$ cat src/rtl/dda_multi_axis.sv
// dda_multi_axis: multi-channel DDA step generator.
// NUM_AXES accumulators share one command FIFO, one tick divider and one slot
// sequencer. Each FIFO entry carries one signed velocity per axis and is
// executed for SLOT_TICKS ticks. Step pulses are delayed one cycle behind the
// tick so that step_dir always settles before a rising edge.
module dda_multi_axis #(
  parameter int NUM_AXES   = 2,
  parameter int VEL_W      = 8,
  parameter int ACC_W      = 16,
  parameter int FIFO_DEPTH = 4,
  parameter int CLK_DIV    = 100,
  parameter int SLOT_TICKS = 10,
  parameter int PULSE_CYC  = 50,
  parameter int ACC_INIT   = 0
) (
  input  logic                               clk,
  input  logic                               rst_n,
  input  logic                               wr,
  input  logic [NUM_AXES*VEL_W-1:0]          cmd_data,
  input  logic [ACC_W-1:0]                   n_div,
  input  logic                               flush,
  output logic                               full,
  output logic                               empty,
  output logic [$clog2(FIFO_DEPTH+1)-1:0]    level,
  output logic                               overflow,
  output logic                               underrun,
  output logic                               busy,
  output logic                               slot_tick,
  output logic [NUM_AXES-1:0]                step_pulse,
  output logic [NUM_AXES-1:0]                step_dir
);

  localparam int LVL_W  = $clog2(FIFO_DEPTH + 1);
  localparam int PTR_W  = (FIFO_DEPTH > 1) ? $clog2(FIFO_DEPTH) : 1;
  localparam int MAG_W  = VEL_W - 1;
  localparam int DIV_W  = $clog2(CLK_DIV);
  localparam int SLOT_W = (SLOT_TICKS > 1) ? $clog2(SLOT_TICKS) : 1;
  localparam int PCNT_W = $clog2(PULSE_CYC + 1);

  localparam logic [DIV_W-1:0]  DIV_LAST   = DIV_W'(CLK_DIV - 1);
  localparam logic [SLOT_W-1:0] SLOT_LAST  = SLOT_W'(SLOT_TICKS - 1);
  localparam logic [PTR_W-1:0]  PTR_LAST   = PTR_W'(FIFO_DEPTH - 1);
  localparam logic [LVL_W-1:0]  LVL_FULL   = LVL_W'(FIFO_DEPTH);
  localparam logic [PCNT_W-1:0] PULSE_LOAD = PCNT_W'(PULSE_CYC);
  localparam logic [ACC_W-1:0]  ACC_RST    = ACC_W'(ACC_INIT);

  logic [DIV_W-1:0]  div_cnt;
  logic [SLOT_W-1:0] slot_cnt;
  logic              tick;
  logic              load_tick;

  logic [NUM_AXES*VEL_W-1:0] mem [FIFO_DEPTH];
  logic [PTR_W-1:0]          rd_ptr;
  logic [PTR_W-1:0]          wr_ptr;
  logic [LVL_W-1:0]          count;
  logic                      fifo_full;
  logic                      fifo_empty;
  logic                      pop;
  logic                      push;
  logic [NUM_AXES*VEL_W-1:0] head;

  logic [MAG_W-1:0]  mag      [NUM_AXES];
  logic [MAG_W-1:0]  eff_mag  [NUM_AXES];
  logic [ACC_W-1:0]  acc      [NUM_AXES];
  logic [ACC_W-1:0]  acc_nxt  [NUM_AXES];
  logic [ACC_W:0]    sum      [NUM_AXES];
  logic [ACC_W:0]    diff     [NUM_AXES];
  logic [NUM_AXES-1:0] fire_nxt;
  logic [NUM_AXES-1:0] fire_q;
  logic [PCNT_W-1:0] pulse_cnt [NUM_AXES];

  assign tick       = (div_cnt == DIV_LAST);
  assign load_tick  = tick && (slot_cnt == '0);
  assign fifo_full  = (count == LVL_FULL);
  assign fifo_empty = (count == '0);
  assign head       = mem[rd_ptr];
  // A flush suppresses both the pop and the write; a pop frees room for a write in the same cycle
  assign pop        = load_tick && !flush && !fifo_empty;
  assign push       = wr && !flush && (!fifo_full || pop);

  assign full  = fifo_full;
  assign empty = fifo_empty;
  assign level = count;

  // Tick divider and slot sequencer; the first tick after reset lands in slot position 0
  always_ff @(posedge clk or negedge rst_n) begin
    if (!rst_n) begin
      div_cnt  <= '0;
      slot_cnt <= '0;
    end else begin
      div_cnt <= tick ? '0 : div_cnt + 1'b1;
      if (tick) slot_cnt <= (slot_cnt == SLOT_LAST) ? '0 : slot_cnt + 1'b1;
    end
  end

  // FIFO storage; data needs no reset because count guards every read
  always_ff @(posedge clk) begin
    if (push) mem[wr_ptr] <= cmd_data;
  end

  // FIFO pointers and occupancy
  always_ff @(posedge clk or negedge rst_n) begin
    if (!rst_n) begin
      rd_ptr <= '0;
      wr_ptr <= '0;
      count  <= '0;
    end else if (flush) begin
      rd_ptr <= '0;
      wr_ptr <= '0;
      count  <= '0;
    end else begin
      if (push) wr_ptr <= (wr_ptr == PTR_LAST) ? '0 : wr_ptr + 1'b1;
      if (pop)  rd_ptr <= (rd_ptr == PTR_LAST) ? '0 : rd_ptr + 1'b1;
      if (push && !pop)      count <= count + 1'b1;
      else if (pop && !push) count <= count - 1'b1;
    end
  end

  // One-cycle status strobes: dropped write, starved slot, slot boundary
  always_ff @(posedge clk or negedge rst_n) begin
    if (!rst_n) begin
      overflow  <= 1'b0;
      underrun  <= 1'b0;
      slot_tick <= 1'b0;
    end else begin
      overflow  <= wr && !flush && !push;
      underrun  <= load_tick && !flush && fifo_empty && busy;
      slot_tick <= load_tick;
    end
  end

  // Active command registers: loaded at slot start, direction only changes on a real pop
  always_ff @(posedge clk or negedge rst_n) begin
    if (!rst_n) begin
      busy     <= 1'b0;
      step_dir <= '0;
      for (int i = 0; i < NUM_AXES; i++) mag[i] <= '0;
    end else if (flush) begin
      busy <= 1'b0;
      for (int i = 0; i < NUM_AXES; i++) mag[i] <= '0;
    end else if (load_tick) begin
      busy <= pop;
      for (int i = 0; i < NUM_AXES; i++) begin
        mag[i] <= pop ? head[i*VEL_W +: MAG_W] : '0;
        if (pop) step_dir[i] <= head[i*VEL_W + VEL_W - 1];
      end
    end
  end

  // DDA step decision; on a load tick the freshly popped magnitude is used directly
  always_comb begin
    fire_nxt = '0;
    for (int i = 0; i < NUM_AXES; i++) begin
      eff_mag[i] = mag[i];
      if (load_tick) eff_mag[i] = pop ? head[i*VEL_W +: MAG_W] : '0;
      sum[i]     = {1'b0, acc[i]} + {{(ACC_W + 1 - MAG_W){1'b0}}, eff_mag[i]};
      diff[i]    = sum[i] - {1'b0, n_div};
      acc_nxt[i] = acc[i];
      if (n_div != '0) begin
        if (sum[i] >= {1'b0, n_div}) begin
          fire_nxt[i] = 1'b1;
          acc_nxt[i]  = (diff[i] >= {1'b0, n_div}) ? n_div - 1'b1 : diff[i][ACC_W-1:0];
        end else begin
          acc_nxt[i] = sum[i][ACC_W-1:0];
        end
      end
    end
  end

  // Accumulators and the one-cycle fire delay that keeps step_dir ahead of the pulse
  always_ff @(posedge clk or negedge rst_n) begin
    if (!rst_n) begin
      fire_q <= '0;
      for (int i = 0; i < NUM_AXES; i++) acc[i] <= ACC_RST;
    end else begin
      fire_q <= (tick && !flush) ? fire_nxt : '0;
      for (int i = 0; i < NUM_AXES; i++) begin
        if (flush)     acc[i] <= ACC_RST;
        else if (tick) acc[i] <= acc_nxt[i];
      end
    end
  end

  // Pulse stretchers; reset clears them so an active pulse ends immediately
  always_ff @(posedge clk or negedge rst_n) begin
    if (!rst_n) begin
      for (int i = 0; i < NUM_AXES; i++) pulse_cnt[i] <= '0;
    end else begin
      for (int i = 0; i < NUM_AXES; i++) begin
        if (fire_q[i])                pulse_cnt[i] <= PULSE_LOAD;
        else if (pulse_cnt[i] != '0)  pulse_cnt[i] <= pulse_cnt[i] - 1'b1;
      end
    end
  end

  // Step outputs are high while the stretcher is counting
  always_comb begin
    step_pulse = '0;
    for (int i = 0; i < NUM_AXES; i++) step_pulse[i] = (pulse_cnt[i] != '0);
  end

endmodule
$ cat config.mk
export PLATFORM = sky130hd
export DESIGN_NAME = dda_multi_axis
export DESIGN_NICKNAME = d
export VERILOG_FILES = /design/src/rtl/dda_multi_axis.sv
export SDC_FILE = /design/constraint.sdc
export NUM_CORES = 1
export LEC_CHECK = 0
export BUFFER_PORTS_ARGS = -buffer_cell sky130_fd_sc_hd__clkbuf_2
export CORE_MARGIN = 2
export CORE_UTILIZATION = 55
export CTS_BUF_LIST = sky130_fd_sc_hd__clkbuf_8
export DETAILED_ROUTE_END_ITERATION = 8
export GPL_TIMING_DRIVEN = 0
export HOLD_SLACK_MARGIN = 0.08
export PLACE_DENSITY = 0.69
export SLEW_MARGIN = 10
export SYNTH_ARGS = -nofsm -noshare
export SYNTH_HDL_FRONTEND = slang
export SYNTH_SLANG_ARGS = --single-unit
$ cat constraint.sdc
create_clock -name clk -period 16.35 [get_ports clk]
set_clock_uncertainty 0.2 [all_clocks]
set_input_delay 2.4525 -clock clk [delete_from_list [all_inputs] [get_ports clk]]
set_output_delay 2.4525 -clock clk [all_outputs]
set_load 0.02 [all_outputs]
==> run summary <==
The run finished with clean final reports. The launching point of the worst reg2reg path is div_cnt[0]. The final weighted congestion of routability-driven global placement came out at 0.887. Ranked by instance count, the synthesized netlist is headed by sky130_fd_sc_hd__ha_1 (91), sky130_fd_sc_hd__dfrtp_1 (84), sky130_fd_sc_hd__edfxtp_1 (64). The share of final-layout standard cells stronger than drive strength 1 is 12.1%.

The critical path is of the input pin to flip-flop type. In this run the worst setup path begins at flush. The required arrival time at the worst endpoint came out at 16.53 ns. The synthesized area per cell is 10.4 sq um.

Sorting the synthesized cells by area gives the leading types as sky130_fd_sc_hd__dfrtp_1 (21%), sky130_fd_sc_hd__edfxtp_1 (19%), sky130_fd_sc_hd__ha_1 (11%). Adding up every negative setup slack in the final design gives 0 ns. The worst hold path begins at mag[1].

The die is 140 um wide. The total nets after synthesis is 1,110. The static leakage power came out at 0.00533 uW. The starting density of the core came out at 56.2%. STA classifies the critical path endpoint as a flip-flop.

At the pin with the least slew margin, the transition time is 0.971 ns. In this run the worst hold path is classified as flip-flop to flip-flop. The number of global-route vias before repair is 7,441. The detailed-route wire length on metal 1 is 10,700 um.

The endpoint arrival time on the critical path is 9.64 ns. The post-place setup slack is 6.59 ns. In this run, synthesis produced a sequential element count of 148.

The sequential share of the synthesized area is 39.7%. The number of different library cells in the post-synthesis netlist came out at 75. The net total in the final layout is 1,178.

The share of synthesized area in the top cell type comes to 20.8%. Relative to the synthesized area, the layout overhead comes to 9.45%. The number of synthesized flops with an enable pin came out at 64. The fraction of the cycle the final worst path needs is 57.9%. The number of synthesis warnings came out at 0. For this run, asynchronously set or reset flops after synthesis account for 56.8%. Setup repair after global routing left no endpoint under its margin.

The clock reaches the later pin of the worst-skew pair after 0.46 ns. Using the TritonRoute via totals, the vias-per-cell ratio works out to 5.86. The final max-slew violation count came out at 0. The total of max-cap violations came out at 0.

The first-pass GRT wire length came out at 37,700 um. The pin count of the biggest net entering global routing is 53. The CTS root buffer is sky130_fd_sc_hd__clkbuf_8.

The most frequently used flop master after synthesis is sky130_fd_sc_hd__dfrtp_1. The number of antenna violations at the first check in global routing is 0. The critical path startpoint category is an input pin. The number of I/O pins is 49.

The final setup slack of the worst path is 6.88 ns. The worst max-slew margin expressed relative to the limit came out at 34.7%. Across the VDD grid, the largest voltage drop is 0.0785 mV. In this run the worst path has a maximum fanout of 10. The repair_antennas step left the layout with diodes totalling 0. The number of detailed-route iterations in the first pass is 8. The number of DRC violations after detailed routing came out at 0. After clock tree synthesis, the clock-pin slew on the worst setup and hold paths is 0.09 ns.

The cell row count is 49. The region available for standard cell placement spans 0.0180 sq mm. The number of H-tree levels is 4. Counting every sink on the clock net gives 148. The gate count after technology mapping came out at 978. The DRC marker count from the first detailed-route iteration came out at 481. sky130_fd_sc_hd__ha_1 is the most common cell in the netlist. The routed wire length on met3 is 899 um. The total standard cell area after synthesis came out at 0.0101 sq mm.

The antenna violation net count after detailed routing came out at 0. The layout has 1,535 filler cells. The number of input and output port buffers inserted came out at 48. The number of buffers inserted by hold repair at cts came out at 0.

The detailed-routed wire length on met2 is 11,000 um. The number of instances resized during post-cts repair is 0. TritonCTS built the clock tree. The hold violation count in the final report came to 0.

The floorplan step defined a die boundary enclosing 0.0195 sq mm. The highest layer touched by signal routing is met4. The number of failing setup endpoints in the final timing report is 0. Buffers inserted during clock tree synthesis total 17. Dividing the detail-routed wire length by the instance count gives 17.9 um.

The total half-perimeter wirelength after legalization and detailed placement is 17,600 um. The final critical path time including I/O delays and setup is 9.47 ns. The post-CTS setup buffer count is 0. The maximum clock insertion buffer count came out at 2.

The total via count after detailed routing is 7,553. For this run, the total global-route usage over all layers was measured as 24.4%. Static timing analysis puts the maximum clock frequency at 106 MHz.

The total power divided by cell area came out at 69.2 mW/mm^2. The total wire length after detailed routing is 23,000 um. In this run the vertical extent of the chip is 140 um. Summed over all instances, the cell type with the most area after synthesis is sky130_fd_sc_hd__dfrtp_1.

The total congestion overflow after global routing came out at 0.
## metal layers
layer | GRT usage [%] | up-vias
met5 | 0 | -
met4 | 8.00 | 0
met3 | 3.75 | 31
met2 | 40.1 | 160
met1 | 33.2 | 3591
li1 | - | 3771
## cell type report
cell class / count / area [sq um] / share of cell area (%)
timing repair buffer: 49 / 270 / 2.44
tap: 229 / 287 / 2.59
multi-input combinational: 749 / 5760 / 52.0
clock buffer: 17 / 234 / 2.11
sequential: 148 / 4020 / 36.3
clock inverter: 15 / 166 / 1.50
inverter: 58 / 218 / 1.96
buffer: 23 / 121 / 1.10
## cell usage in the layout (no fill, tap or decap), types with 12 or more instances in the layout
cell	Yosys	final
sky130_fd_sc_hd__ha_1	91	91
sky130_fd_sc_hd__dfrtp_1	84	84
sky130_fd_sc_hd__edfxtp_1	64	64
sky130_fd_sc_hd__nor2_1	63	63
sky130_fd_sc_hd__nand2_1	58	58
sky130_fd_sc_hd__inv_1	57	58
sky130_fd_sc_hd__xnor2_1	57	57
sky130_fd_sc_hd__a21oi_1	49	49
sky130_fd_sc_hd__a21o_1	48	48
sky130_fd_sc_hd__clkbuf_2	0	47
sky130_fd_sc_hd__o21ai_0	32	32
sky130_fd_sc_hd__mux2i_1	30	30
sky130_fd_sc_hd__nand3_1	26	26
sky130_fd_sc_hd__nor2b_1	25	25
sky130_fd_sc_hd__xor2_1	20	20
sky130_fd_sc_hd__nor3_1	19	19
sky130_fd_sc_hd__clkbuf_8	0	17
sky130_fd_sc_hd__mux4_2	16	16
sky130_fd_sc_hd__nand4_1	15	15
sky130_fd_sc_hd__a22oi_1	14	14
sky130_fd_sc_hd__and3_1	13	13
sky130_fd_sc_hd__o21a_1	12	12
sky130_fd_sc_hd__o21ai_1	12	12
## path summary, 6_finish.rpt
kind                                      to  slack [ns]  cells past startpoint
worst min-delay path                  mag[1]        0.29                      1
worst max register to register        acc[1]        7.86                     28
max in group asynchronous             mag[5]       13.50                      2
worst min register to register        mag[1]        0.29                      1
worst max-delay path                  acc[1]        6.88                     26
min in group asynchronous       pulse_cnt[6]        1.79                      1
## logic make-up after synthesis
logic type | share of synthesized area, %
AO/OA/AOI/OAI | 16.1
AND/OR/NAND/NOR | 15.1
multiplexers | 6.86
XOR/XNOR | 6.66
buffers and inverters | 3.35
adder cells (fa/ha/maj) | 12.2
flip-flops | 39.7
## report_power, final
group / internal, uW / switching, uW
clock network: 128 / 165
registers: 392 / 1.57
logic: 30.0 / 50.1
## per-stage QoR
stage | power (uW) | utilization [%] | area, sq um | std cells | hold WS (ns)
4_1_cts | 774 | 61.5 | 11100 | 1288 | 0.287
6_report | 767 | 61.5 | 11100 | 1288 | 0.286
3_3_place_gp | 480 | 59.1 | 10700 | 1255 | 0.259
3_5_place_dp | 482 | 59.3 | 10700 | 1256 | 0.266
5_1_grt | 798 | 61.5 | 11100 | 1288 | 0.299
2_1_floorplan | 451 | - | 10100 | 978 | 0.250
## flip-flops by register name, summed over array words and instances (netlist names), 2 cells and up
name	cells
wr_ptr	2
pulse_cnt	12
level	3
rd_ptr	2
acc	32
step_dir	2
div_cnt	7
slot_cnt	4
fire_q	2
mag	14
mem	64
## worst max-delay path, stage by stage
cell	delay, ns
sky130_fd_sc_hd__clkbuf_2	0.09
sky130_fd_sc_hd__clkbuf_1	0.61
sky130_fd_sc_hd__or3_4	0.29
sky130_fd_sc_hd__clkbuf_1	0.37
sky130_fd_sc_hd__nor2b_1	0.12
sky130_fd_sc_hd__a21o_1	0.20
sky130_fd_sc_hd__ha_1	0.31
sky130_fd_sc_hd__a21o_1	0.19
sky130_fd_sc_hd__a221oi_1	0.46
sky130_fd_sc_hd__a21oi_1	0.31
sky130_fd_sc_hd__xor2_1	0.22
sky130_fd_sc_hd__ha_1	0.40
sky130_fd_sc_hd__nand4_1	0.18
sky130_fd_sc_hd__a2111oi_1	0.61
sky130_fd_sc_hd__o41a_1	0.29
sky130_fd_sc_hd__o22ai_1	0.14
sky130_fd_sc_hd__o21ai_0	0.22
sky130_fd_sc_hd__xor2_1	0.22
sky130_fd_sc_hd__ha_1	0.29
sky130_fd_sc_hd__a211o_1	0.28
sky130_fd_sc_hd__a2111oi_0	0.34
sky130_fd_sc_hd__o21ai_0	0.13
sky130_fd_sc_hd__nor2_1	0.13
sky130_fd_sc_hd__buf_2	0.29
sky130_fd_sc_hd__mux2_2	0.37
sky130_fd_sc_hd__o21ai_1	0.12
Power figures use the tool's default switching activity.
